### src/rtl/fir_mac_sequencer.sv
// Time-multiplexed 4-tap FIR sequencer: owns delay line, coefficients and accumulator,
// and drives one shared external multiplier and adder, one tap per cycle.
module fir_mac_sequencer #(
    parameter int unsigned   TAPS     = 4,
    parameter int unsigned   N        = 8,
    parameter int unsigned   W        = 16,
    parameter logic [N-1:0]  COEF_RST = 8'h20,
    localparam int unsigned  KW       = (TAPS > 1) ? $clog2(TAPS) : 1
) (
    input  logic          clk,
    input  logic          reset,
    input  logic          coef_we,
    input  logic [KW-1:0] coef_addr,
    input  logic [N-1:0]  coef_data,
    input  logic          in_valid,
    output logic          in_ready,
    input  logic [N-1:0]  in_data,
    output logic          out_valid,
    input  logic          out_ready,
    output logic [W-1:0]  out_data,
    output logic          busy,
    output logic [N-1:0]  mul_a,
    output logic [N-1:0]  mul_b,
    input  logic [W-1:0]  mul_p,
    output logic [W-1:0]  add_a,
    output logic [W-1:0]  add_b,
    input  logic [W-1:0]  add_s
);

    typedef enum logic [1:0] {StIdle, StMac, StOut} state_t;

    state_t          state;
    logic [KW-1:0]   k;
    logic [W-1:0]    acc;
    logic [N-1:0]    x    [TAPS];
    logic [N-1:0]    coef [TAPS];

    always_ff @(posedge clk or posedge reset) begin
        if (reset) begin
            state <= StIdle;
            k     <= '0;
            acc   <= '0;
            for (int i = 0; i < TAPS; i++) begin
                x[i]    <= '0;
                coef[i] <= COEF_RST;
            end
        end else begin
            unique case (state)
                StIdle: begin
                    // Write lands on the same edge as an accept, so it applies to that sample.
                    if (coef_we && (32'(coef_addr) < TAPS)) begin
                        coef[coef_addr] <= coef_data;
                    end
                    if (in_valid) begin
                        for (int i = TAPS - 1; i > 0; i--) begin
                            x[i] <= x[i-1];
                        end
                        x[0]  <= in_data;
                        acc   <= '0;
                        k     <= '0;
                        state <= StMac;
                    end
                end
                StMac: begin
                    acc <= add_s;
                    if (k == KW'(TAPS - 1)) begin
                        state <= StOut;
                    end else begin
                        k <= k + 1'b1;
                    end
                end
                StOut: begin
                    if (out_ready) begin
                        state <= StIdle;
                    end
                end
                default: state <= StIdle;
            endcase
        end
    end

    always_comb begin
        // in_ready is also masked by reset since the state flops already read IDLE then.
        in_ready  = (state == StIdle) && !reset;
        out_valid = (state == StOut);
        busy      = (state != StIdle);
        out_data  = (state == StOut) ? acc : '0;
        mul_a     = '0;
        mul_b     = '0;
        add_a     = '0;
        add_b     = '0;
        if (state == StMac) begin
            mul_a = x[k];
            mul_b = coef[k];
            add_a = acc;
            add_b = mul_p;
        end
    end

endmodule

### config.mk
export PLATFORM = sky130hd
export DESIGN_NAME = fir_mac_sequencer
export DESIGN_NICKNAME = d
export VERILOG_FILES = /design/src/rtl/fir_mac_sequencer.sv
export SDC_FILE = /design/constraint.sdc
export NUM_CORES = 1
export LEC_CHECK = 0
export CAP_MARGIN = 20
export CORE_ASPECT_RATIO = 0.8
export CORE_MARGIN = 2
export CORE_UTILIZATION = 44
export CTS_BUF_LIST = sky130_fd_sc_hd__clkbuf_2
export DETAILED_ROUTE_END_ITERATION = 8
export MAX_ROUTING_LAYER = met4
export PLACE_DENSITY = 0.83
export SLEW_MARGIN = 10
export SYNTH_ARGS = -nofsm -noshare
export SYNTH_HDL_FRONTEND = slang
export SYNTH_SLANG_ARGS = --single-unit
export TNS_END_PERCENT = 30
### constraint.sdc
create_clock -name clk -period 3.32 [get_ports clk]
set_clock_uncertainty 0.05 [all_clocks]
set_input_delay 0.996 -clock clk [delete_from_list [all_inputs] [get_ports clk]]
set_output_delay 0.996 -clock clk [all_outputs]
set_load 0.01 [all_outputs]
# [Word-level counts from Yosys, hierarchy flattened]
# Cells that the tools add are included.
[word_totals] register_bits=84 latch_bits=0 ramBits=0 romBits=0 in_bits=55 word_cells=58 memories=0
[op_classes] add_sub_neg=1 multipliers=0 div_mod_pow=0 order_cmp=3 n_eq_ne=7 shift=0 muxes=23 n_bitwise=2 n_reduce_logical=11
[ops] cell="$mux W16" n=4
[ops] cell="$mux W8" n=7
[ops] cell="$bmux W8 S2" n=2
[ops] cell="$bwmux W32" n=1
[ops] cell="$pmux W16 S2" n=1
[ops] cell="$demux W8 S2" n=1
[ops] cell="$mux W2" n=5
[ops] cell="$ge A3 B3 Y1 const B" n=2
[ops] cell="$ne A2 B2 Y1 const B" n=3
[ops] cell="$not A2 Y3" n=2
[ops] cell="$pmux W2 S3" n=1
[ops] cell="$reduce_and A2 Y1" n=3
[ops] cell="$reduce_and A3 Y1" n=2
[ops] cell="$eq A2 B2 Y1 const B" n=2
[ops] cell="$pmux W2 S2" n=1
[ops] cell="$reduce_bool A2 Y1" n=2
[ops] cell="$lt A3 B1 Y1 const B" n=1
[ops] cell="$add A2 B1 Y2 const B" n=1
[ops] cell="$eq A2 B1 Y1 const B" n=1
[ops] cell="$logic_and A1 B1 Y1" n=2
[ops] cell="$logic_not A2 Y1" n=1
[ops] cell="$ne A2 B1 Y1 const B" n=1
[ops] cell="$logic_not A1 Y1" n=1

# [Logic depth before layout (Yosys ltp)]
# Gate-level depths: netlist (run 1).
[logic_depth] word_depth=6 ltp_mapped=5 depth_no_buf=4

# [Worst setup path after synthesis (run 1)]
# OpenSTA, ideal clock, no wires.
[synth_timing] path_kind="register -> output" from="register k[0]" to="output port mul_a[0]" t_arrival_ps=1490 required_ps=2274 slack_ps=784 path_stages_with_launch=5 path_buffers=2 path_cell_list="dfrtp_1 > buf_2 > buf_4 > mux4_2 > and2_1"
[synth_via] elab_chain_cells=5
[synth_rtl] item="start, declared" line_no="33" text="logic [KW-1:0] k;"
[synth_rtl] item="start signal, assigned" line_no="69" text="k <= k + 1'b1;"
[synth_rtl] item="$not A2 Y3 (not written as such)" line_no="93" text="mul_a = x[k];"
[synth_rtl] item="$bmux W8 S2" line_no="93"
[synth_rtl] item="$mux W8 (not written as such) (2 in a row)" line_no="93"
[synth_rtl] item="$mux W8" line_no="92" text="if (state == StMac) begin"
[synth_rtl] item="end, declared" line_no="22" text="output logic [N-1:0] mul_a,"
# Every way passes these cells. The select of a mux whose other input is x is not followed.

# [Final worst setup path (run 1)]
# Same ends and word-level chain as after synthesis.

==> run summary, run 1 <==
status = finished, final reports clean
fin crit share = 96.8%
Synth Cell Area = 0.00405 sq mm
Fmax = 311 MHz
Placed Cells = 542
Max VDD drop = 422 uV
chip height = 89.8 um
Ports = 122
gpl congestion = 0.777
CP required = 2.27 ns
Num CTS Buffers = 9
hold path start = coef[4]
Setup violations, final = 0
Post-Syn Nets = 372
H-tree level count = 3
antenna violations before repair = 0
wire length per cell = 15.2 um
Post-synth EDFFs = 0
most common cell in the netlist = dfrtp_1
largest net degree at the start of global routing = 50
Mean Syn Cell Area = 12.8 sq um
worst flop-to-flop path startpoint = state[1]
Final Critical Period = 3.21 ns
synth warn = 0
ANT cells = 0
CP max stage delay = 0.51 ns
max cap viols = 0
slowest stage cell on the critical path = mux4_2
CTS tree = yes
vias per inst = 5.08
total grt overflow = 0
Post-Synth Adder-Cell Area = 0.309%
Final Hold Vio Count = 0
Top delay family on crit path = buffers and inverters
static leakage = 2.36 nW
mux contribution to synthesized area = 27.0%
area leader, netlist = dfrtp_1
area share of and/or/nand/nor cells after synthesis = 15.7%
crit path capture type = output pin
Buf/Inv on CP = 3
Iter 0 DRT Violations = 89
dpl hpwl = 6070 um
Critical R2R Capture = coef[31]
routed vias = 2839
Detail Route Antenna Nets = 0
Initial DRT Pass Iterations = 4
clock latency on the worst-skew pair = 0.51 ns
DRT Wirelength = 8470 um
part of the Yosys area used for sequential elements = 52.1%
vias in the first global route = 2860
CP cell instances = buf_4, buf_12, mux4_2, and2_1, dlygate4sd2_1
fillers = 711
crit path capture = mul_a[0]
Starting Density = 45.0%
Tot Pwr = 4.97 mW
layout cells sized above 1 = 27.0%
CTS sink cnt = 84
GRT Resource Usage Total = 17.9%
Post-Synth XOR/XNOR Area = 0%
Bufs on Longest Clock Path = 2
Cell variety after synth = 27
worst slew pin tran = 0.632 ns
ys flop type = dfrtp_1
Die X = 111 um
DIE AREA = 0.00998 sq mm
row count = 31
Synth top area share = 49.5%
CP Launch Type = flip-flop
#FFs+latches synth = 84
cell count after synthesis = 316
worst-path fanout max = 12
Commonest cells post-synth = 80 x dfrtp_1, 65 x mux2_2, 64 x and2_1
R2R cell count = 4
non-filler cells, final = 559
Core ar. = 0.00900 sq mm
top cells by area, synth = dfrtp_1 49%, mux2_2 18%, and2_1 9.9%, mux4_2 8.9%, nand2_1 3.1%
worst min path class = reg -> reg
critical path arrival = 2.17 ns
largest family of logic cells by synthesized area = multiplexers
CP Class = reg -> out
first-pass GRT wire length = 14100 um
Final Cell Area = 0.00555 sq mm
Final Net Count = 495
residual DRC count = 0
Fin Hold WS = 0.482 ns
Area Overhead vs Synth = 37.2%
IO buf count = 121
Slew Limit Headroom = 57.7%
asr flop ratio synth = 100%
Pwr Density = 895 mW/mm^2
Crit. path cell count = 5
DP Area = 0.00541 sq mm
clock slew at the register clock pins of the worst setup and hold paths = 0.23 ns
post-synthesis compound-gate area fraction = 2.41%
crit path launch = k[0]
Root Buffer = clkbuf_2
Slew Limit Fails = 0
FF-to-FF setup slack = 1.43 ns
-- stage by stage --
stage                     setup TNS (ns)  utilization (%)  setup WS [ns]
after floorplan                        0                -          0.115
after global placement                 0             60.1          0.167
after detailed placement               0             60.1          0.152
after CTS                         -0.258             61.2        -0.0704
after global routing            -0.00702             61.7       -0.00624
final                                  0             61.7          0.107
-- how the worst min path moves through the flow --
| stage | end | slack [ns] | depth (start not counted) |
|---|---|---|---|
| after detailed placement | coef[1] | 0.44 | 1 |
| after global routing | coef[17] | 0.51 | 1 |
| after CTS | coef[4] | 0.49 | 1 |
| after global placement | coef[11] | 0.43 | 1 |
| final | coef[4] | 0.48 | 1 |
| after floorplan | coef[10] | 0.42 | 1 |
-- routing by layer --
metal	GRT usage [%]	routed length (um)	part of all wire [%]	vias up
li1	-	-	-	1337
met1	22.1	3660	43	1402
met2	29.8	4230	50	91
met3	4.92	476	5.6	9
met4	3.91	108	1.3	0
met5	-	0	0	-
-- cell type report --
cell class	count	area (sq um)	area share (%)
sequential	84	2110	38.0
multi-input combinational	209	1850	33.4
tap	115	144	2.59
inverter	4	16.3	0.293
clock inverter	7	50.0	0.901
clock buffer	9	45.0	0.811
timing repair buffer	131	1340	24.0
-- cells by family after synthesis --
kind of cell,after synthesis
AOI/OAI and AO/OA,18
adders and majority gates,1
buffers and inverters,23
DFF,84
muxes,81
and+or+nand+nor,109
-- what timing repair did --
action | in CTS | in global routing
resized for setup | 18 | 15
setup endpoints to repair | 32 | 22
setup buffers | 0 | 1
hold buffers | 0 | 0
-- sequential cells by signal, summed over array words and instances, names as in the netlist --
| register | cells |
|---|---|
| coef | 32 |
| x | 32 |
| acc | 16 |
| k | 2 |
| state | 2 |
-- report_power, final --
part / internal, mW / switching (mW)
sequential: 1.55 / 0.316
clock: 0.100 / 0.353
combinational: 1.59 / 1.06
total: 3.24 / 1.73
-- cell usage in the layout, fill, tap and decap left out, types with 2 or more instances in the layout --
cell type and count:
dlygate4sd2_1 5, mux4_2 16, buf_6 2, o21ai_0 15
inv_1 2, dfrtp_1 78, clkbuf_2 9, clkdlybuf4s15_1 7
a22o_1 2, clkinv_2 3, clkdlybuf4s50_1 105, dfstp_2 4
inv_6 2, clkinvlp_4 3, dfrtp_2 2, mux2_2 65
buf_4 5, buf_12 3, nor2_1 2, dlymetal6s2s_1 4
and2_1 64, nand2_1 33
(Power assumes the default switching activity.)
==> inputs of run 2 (changes only) <==
--- a/config.mk
+++ b/config.mk
@@ -13,6 +13,7 @@
 export DETAILED_ROUTE_END_ITERATION = 8
 export MAX_ROUTING_LAYER = met4
 export PLACE_DENSITY = 0.83
+export SKIP_CTS_REPAIR_TIMING = 1
 export SLEW_MARGIN = 10
 export SYNTH_ARGS = -nofsm -noshare
 export SYNTH_HDL_FRONTEND = slang
==> run summary, run 2 (synthesis gave the netlist of run 1 again) <==
CP required = 2.27 ns (about the same)
CP Launch Type = input port (was flip-flop)
Pwr Density = 896 mW/mm^2 (was 895 mW/mm^2)
gpl congestion = 0.777 (unchanged)
antenna violations before repair = 0 (unchanged)
CP Class = in -> out (was reg -> out)
most frequent cells in the layout = 105 x clkdlybuf4s50_1, 77 x dfrtp_1, 65 x mux2_2 (was 105 x clkdlybuf4s50_1, 78 x dfrtp_1, 65 x mux2_2)
Worst Hold End = coef[4] (unchanged)
ANT cells = 0 (unchanged)
Net Sw Frac = 34.4% (was 34.8%)
CTS sink cnt = 84 (unchanged)
dpl hpwl = 6070 um (unchanged)
Num CTS Buffers = 9 (unchanged)
chip height = 89.8 um (unchanged)
hold path start = coef[4] (unchanged)
first-pass GRT wire length = 14100 um (about the same)
Root Buffer = clkbuf_2 (unchanged)
Final Critical Period = 3.17 ns (was 3.21 ns)
Slew Limit Fails = 0 (unchanged)
Starting Density = 45.0% (unchanged)
GRT Resource Usage Total = 17.9% (about the same)
biggest regs = coef x32, x x32, acc x16 (unchanged)
IO buf count = 121 (unchanged)
worst flop-to-flop path startpoint = state[1] (unchanged)
Finished Core Util = 62.3% (was 61.7%)
residual DRC count = 0 (unchanged)
Area Overhead vs Synth = 38.6% (was 37.2%)
commonest non-fill, non-tap cell in the layout = clkdlybuf4s50_1 (unchanged)
layout cells sized above 1 = 27.3% (was 27.0%)
max cap viols = 0 (unchanged)
worst min path class = reg -> reg (unchanged)
Detail Route Antenna Nets = 0 (unchanged)
Placed Cells = 542 (unchanged)
worst slew pin tran = 0.639 ns (was 0.632 ns)
routed vias = 2801 (was 2839)
sequential share of power = 37.3% (was 37.5%)
Max VDD drop = 414 uV (was 422 uV)
hold depth = 1 (unchanged)
Final Hold Vio Count = 0 (unchanged)
CTS tree = yes (unchanged)
Net Switching = 1.73 mW (about the same)
R2R cell count = 4 (unchanged)
wire length per cell = 15.3 um (was 15.2 um)
largest net degree at the start of global routing = 50 (unchanged)
crit path capture type = output pin (unchanged)
clock slew at the register clock pins of the worst setup and hold paths = 0.20 ns (was 0.23 ns)
Die X = 111 um (unchanged)
Iter 0 DRT Violations = 110 (was 89)
DRT Wirelength = 8550 um (was 8470 um)
crit path launch = mul_p[0] (was k[0])
Final Net Count = 495 (unchanged)
vias in the first global route = 2869 (was 2860)
static leakage = 2.52 nW (was 2.36 nW)
Setup violations, final = 0 (unchanged)
DIE AREA = 0.00998 sq mm (unchanged)
Comb pwr share = 53.7% (was 53.3%)
status = finished, final reports clean (unchanged)
critical path arrival = 2.12 ns (was 2.17 ns)
Cell Int Power = 3.30 mW (was 3.24 mW)
Core ar. = 0.00900 sq mm (unchanged)
row count = 31 (unchanged)
vias per inst = 5.01 (was 5.08)
non-filler cells, final = 559 (unchanged)
Initial DRT Pass Iterations = 4 (unchanged)
worst-path fanout max = 1 (was 12)
Clk pwr share = 9.0% (was 9.1%)
total grt overflow = 0 (unchanged)
Ports = 122 (unchanged)
fin crit share = 95.5% (was 96.8%)
Bufs on Longest Clock Path = 2 (unchanged)
clock latency on the worst-skew pair = 0.50 ns (was 0.51 ns)
Slew Limit Headroom = 57.2% (was 57.7%)
Critical R2R Capture = coef[31] (unchanged)
FF-to-FF setup slack = 1.44 ns (was 1.43 ns)
H-tree level count = 3 (unchanged)
Fmax = 315 MHz (was 311 MHz)
[run 2: area by class of cell]
cell class	count	area (sq um)
Sequential cell	84	2110
Clock inverter	7	50.0
Clock buffer	9	45.0
Inverter	4	16.3
Timing Repair Buffer	131	1390
Tap cell	115	144
Multi-Input combinational cell	209	1850
Fill cell	705	3390
[run 2: power by group through the flow]
stage / sequential [mW] / clock (mW) / combinational (mW)
after global placement: 1.84 / 0 / 2.64
after CTS: 1.86 / 0.480 / 2.71
after detailed placement: 1.89 / 0 / 2.70
after floorplan: 1.77 / 0 / 1.69
final: 1.88 / 0.450 / 2.70
after global routing: 1.95 / 0.515 / 2.94
[run 2: routing by layer]
layer	part of all wire (%)	GRT usage (%)	routed length, um
met3	5.3	4.92	451
met2	50	29.9	4250
met1	44	22.1	3730
met5	0	-	0
met4	1.3	3.91	108
[run 2: worst max-delay path: stages]
cell,delay (ns)
clkdlybuf4s50_1,0.47
and2_1,0.13
clkdlybuf4s50_1,0.53
[run 2: worst max-delay path by stage]
| stage | end | cells after the start | slack [ns] |
|---|---|---|---|
| after global routing | add_a[15] | 4 | -0.007 |
| after global placement | add_b[12] | 3 | 0.17 |
| after floorplan | acc[0] | 1 | 0.12 |
| after detailed placement | add_b[0] | 3 | 0.15 |
| after CTS | mul_b[7] | 4 | -0.18 |
| final | add_b[0] | 3 | 0.15 |
[run 2: through the flow]
stage	total power [mW]	TNS, ns	hold WS [ns]	instance area, sq um	worst slack (ns)
detailed placement	4.60	0	0.442	5410	0.152
floorplan	3.46	0	0.424	4050	0.115
global route	5.40	-0.00666	0.506	5610	-0.00666
global placement	4.48	0	0.433	5410	0.167
finish	5.02	0	0.482	5610	0.150
CTS	5.05	-3.83	0.488	5510	-0.183
==> inputs of run 3 (changes only) <==
--- a/config.mk
+++ b/config.mk
@@ -9,7 +9,7 @@
 export CORE_ASPECT_RATIO = 0.8
 export CORE_MARGIN = 2
 export CORE_UTILIZATION = 44
-export CTS_BUF_LIST = sky130_fd_sc_hd__clkbuf_2
+export CTS_BUF_LIST = sky130_fd_sc_hd__clkbuf_8
 export DETAILED_ROUTE_END_ITERATION = 8
 export MAX_ROUTING_LAYER = met4
 export PLACE_DENSITY = 0.83
==> constraint.sdc (replaced) <==
create_clock -name clk -period 3.32 [get_ports clk]
set_clock_uncertainty 0.05 [all_clocks]
set_input_delay 0.996 -clock clk [delete_from_list [all_inputs] [get_ports clk]]
set_output_delay 0.996 -clock clk [all_outputs]
set_load 0.005 [all_outputs]
==> run summary, run 3 (synthesis gave the netlist of run 1 again) <==
Area Overhead vs Synth = 39.0% (was 38.6%)
GRT Resource Usage Total = 18.4% (was 17.9%)
CTS sink cnt = 84 (unchanged)
Max VDD drop = 463 uV (was 414 uV)
fin crit share = 94.0% (was 95.5%)
Setup TNS = 0 ns (unchanged)
Initial DRT Pass Iterations = 4 (unchanged)
Bufs on Longest Clock Path = 2 (unchanged)
Detail Route Antenna Nets = 0 (unchanged)
R2R cell count = 4 (unchanged)
routed vias = 2855 (was 2801)
Core ar. = 0.00900 sq mm (unchanged)
Slew Limit Fails = 0 (unchanged)
Critical R2R Capture = coef[26] (was coef[31])
static leakage = 2.32 nW (was 2.52 nW)
Metal-1 WL = 3760 um (was 3730 um)
Final Critical Period = 3.12 ns (was 3.17 ns)
max cap viols = 0 (unchanged)
ANT cells = 0 (unchanged)
worst flop-to-flop path startpoint = state[1] (unchanged)
residual DRC count = 0 (unchanged)
Final WS setup = 0.198 ns (was 0.150 ns)
Iter 0 DRT Violations = 143 (was 110)
antenna violations before repair = 0 (unchanged)
IO buf count = 121 (unchanged)
worst min path class = reg -> reg (unchanged)
Starting Density = 45.0% (unchanged)
Pwr Density = 914 mW/mm^2 (was 896 mW/mm^2)
CP Launch Type = flip-flop (was input port)
worst-path fanout max = 10 (was 1)
hold path start = coef[8] (was coef[4])
Final Net Count = 495 (unchanged)
Met3 Wirelength = 410 um (was 451 um)
Slew Limit Headroom = 55.3% (was 57.2%)
status = finished, final reports clean (unchanged)
CTS tree = yes (unchanged)
met2 wire len = 4230 um (was 4250 um)
row count = 31 (unchanged)
layout cells sized above 1 = 26.6% (was 27.3%)
Final Hold Vio Count = 0 (unchanged)
largest net degree at the start of global routing = 50 (unchanged)
vias in the first global route = 2910 (was 2869)
crit path capture type = output pin (unchanged)
clock latency on the worst-skew pair = 0.34 ns (was 0.50 ns)
Die X = 111 um (unchanged)
H-tree level count = 3 (unchanged)
Root Buffer = clkbuf_8 (was clkbuf_2)
worst slew pin tran = 0.668 ns (was 0.639 ns)
crit path capture = mul_a[1] (was add_b[0])
total grt overflow = 0 (unchanged)
Fmax = 320 MHz (was 315 MHz)
Num CTS Buffers = 9 (unchanged)
most frequent cells in the layout = 121 x clkdlybuf4s50_1, 80 x dfrtp_1, 65 x mux2_2 (was 105 x clkdlybuf4s50_1, 77 x dfrtp_1, 65 x mux2_2)
CP Class = reg -> out (was in -> out)
CP required = 2.27 ns (about the same)
dpl hpwl = 6160 um (was 6070 um)
biggest regs = coef x32, x x32, acc x16 (unchanged)
crit path launch = k[0] (was mul_p[0])
commonest non-fill, non-tap cell in the layout = clkdlybuf4s50_1 (unchanged)
top routing layer in use = met4 (unchanged)
FF-to-FF setup slack = 1.36 ns (was 1.44 ns)
chip height = 89.8 um (unchanged)
first-pass GRT wire length = 14400 um (was 14100 um)
DIE AREA = 0.00998 sq mm (unchanged)
wire length per cell = 15.2 um (was 15.3 um)
Ports = 122 (unchanged)
fillers = 704 (was 705)
gpl congestion = 0.777 (about the same)
Setup violations, final = 0 (unchanged)
DRT Wirelength = 8490 um (was 8550 um)
unrepaired setup endpoints after global routing = false
Place WS = 0.196 ns (was 0.152 ns)
critical path arrival = 2.08 ns (was 2.12 ns)
vias per inst = 5.11 (was 5.01)
clock slew at the register clock pins of the worst setup and hold paths = 0.08 ns (was 0.20 ns)
run 3: routing by layer:
| metal | GRT usage (%) | up-vias |
|---|---|---|
| met5 | - | - |
| met4 | 4.94 | 0 |
| met3 | 4.72 | 11 |
| met2 | 29.4 | 85 |
| met1 | 23.6 | 1423 |
| li1 | - | 1336 |
run 3: power breakdown:
group	switching (mW)	leakage [nW]	internal, mW
clock	0.338	0.107	0.384
combinational	0.939	1.20	1.62
sequential	0.308	1.01	1.56
total	1.58	2.32	3.56
run 3: worst min-delay path by stage:
stage                          end  slack (ns)  cells after the start
after global placement     coef[8]        0.43                      1
after detailed placement   coef[8]        0.44                      1
after floorplan           coef[10]        0.42                      1
final                      coef[8]        0.45                      1
after global routing          x[4]        0.47                      1
after CTS                 coef[14]        0.46                      1
run 3: cell type report:
class	count	area [sq um]	share of cell area [%]
clock buffers	11	151	2.69
clock inverters	5	51.3	0.912
well taps	115	144	2.56
flip-flops and latches	84	2110	37.5
repair buffers	131	1300	23.1
multi-input cells	209	1860	33.0
inverters	4	16.3	0.289
run 3: worst max-delay path, stage by stage (launching register included):
cell	delay (ns)
dfrtp_1	0.35
buf_4	0.25
mux4_2	0.52
and2_1	0.19
clkdlybuf4s50_1	0.44
run 3: through the flow:
| step | cell area, sq um | util [%] | instances | hold slack [ns] | total power [mW] |
|---|---|---|---|---|---|
| after floorplan | 4050 | - | 316 | 0.424 | 3.33 |
| after global placement | 5420 | 60.2 | 543 | 0.432 | 4.35 |
| after detailed placement | 5420 | 60.2 | 543 | 0.440 | 4.47 |
| after CTS | 5620 | 62.5 | 559 | 0.458 | 5.20 |
| after global routing | 5620 | 62.5 | 559 | 0.472 | 5.51 |
| final | 5620 | 62.5 | 559 | 0.454 | 5.14 |
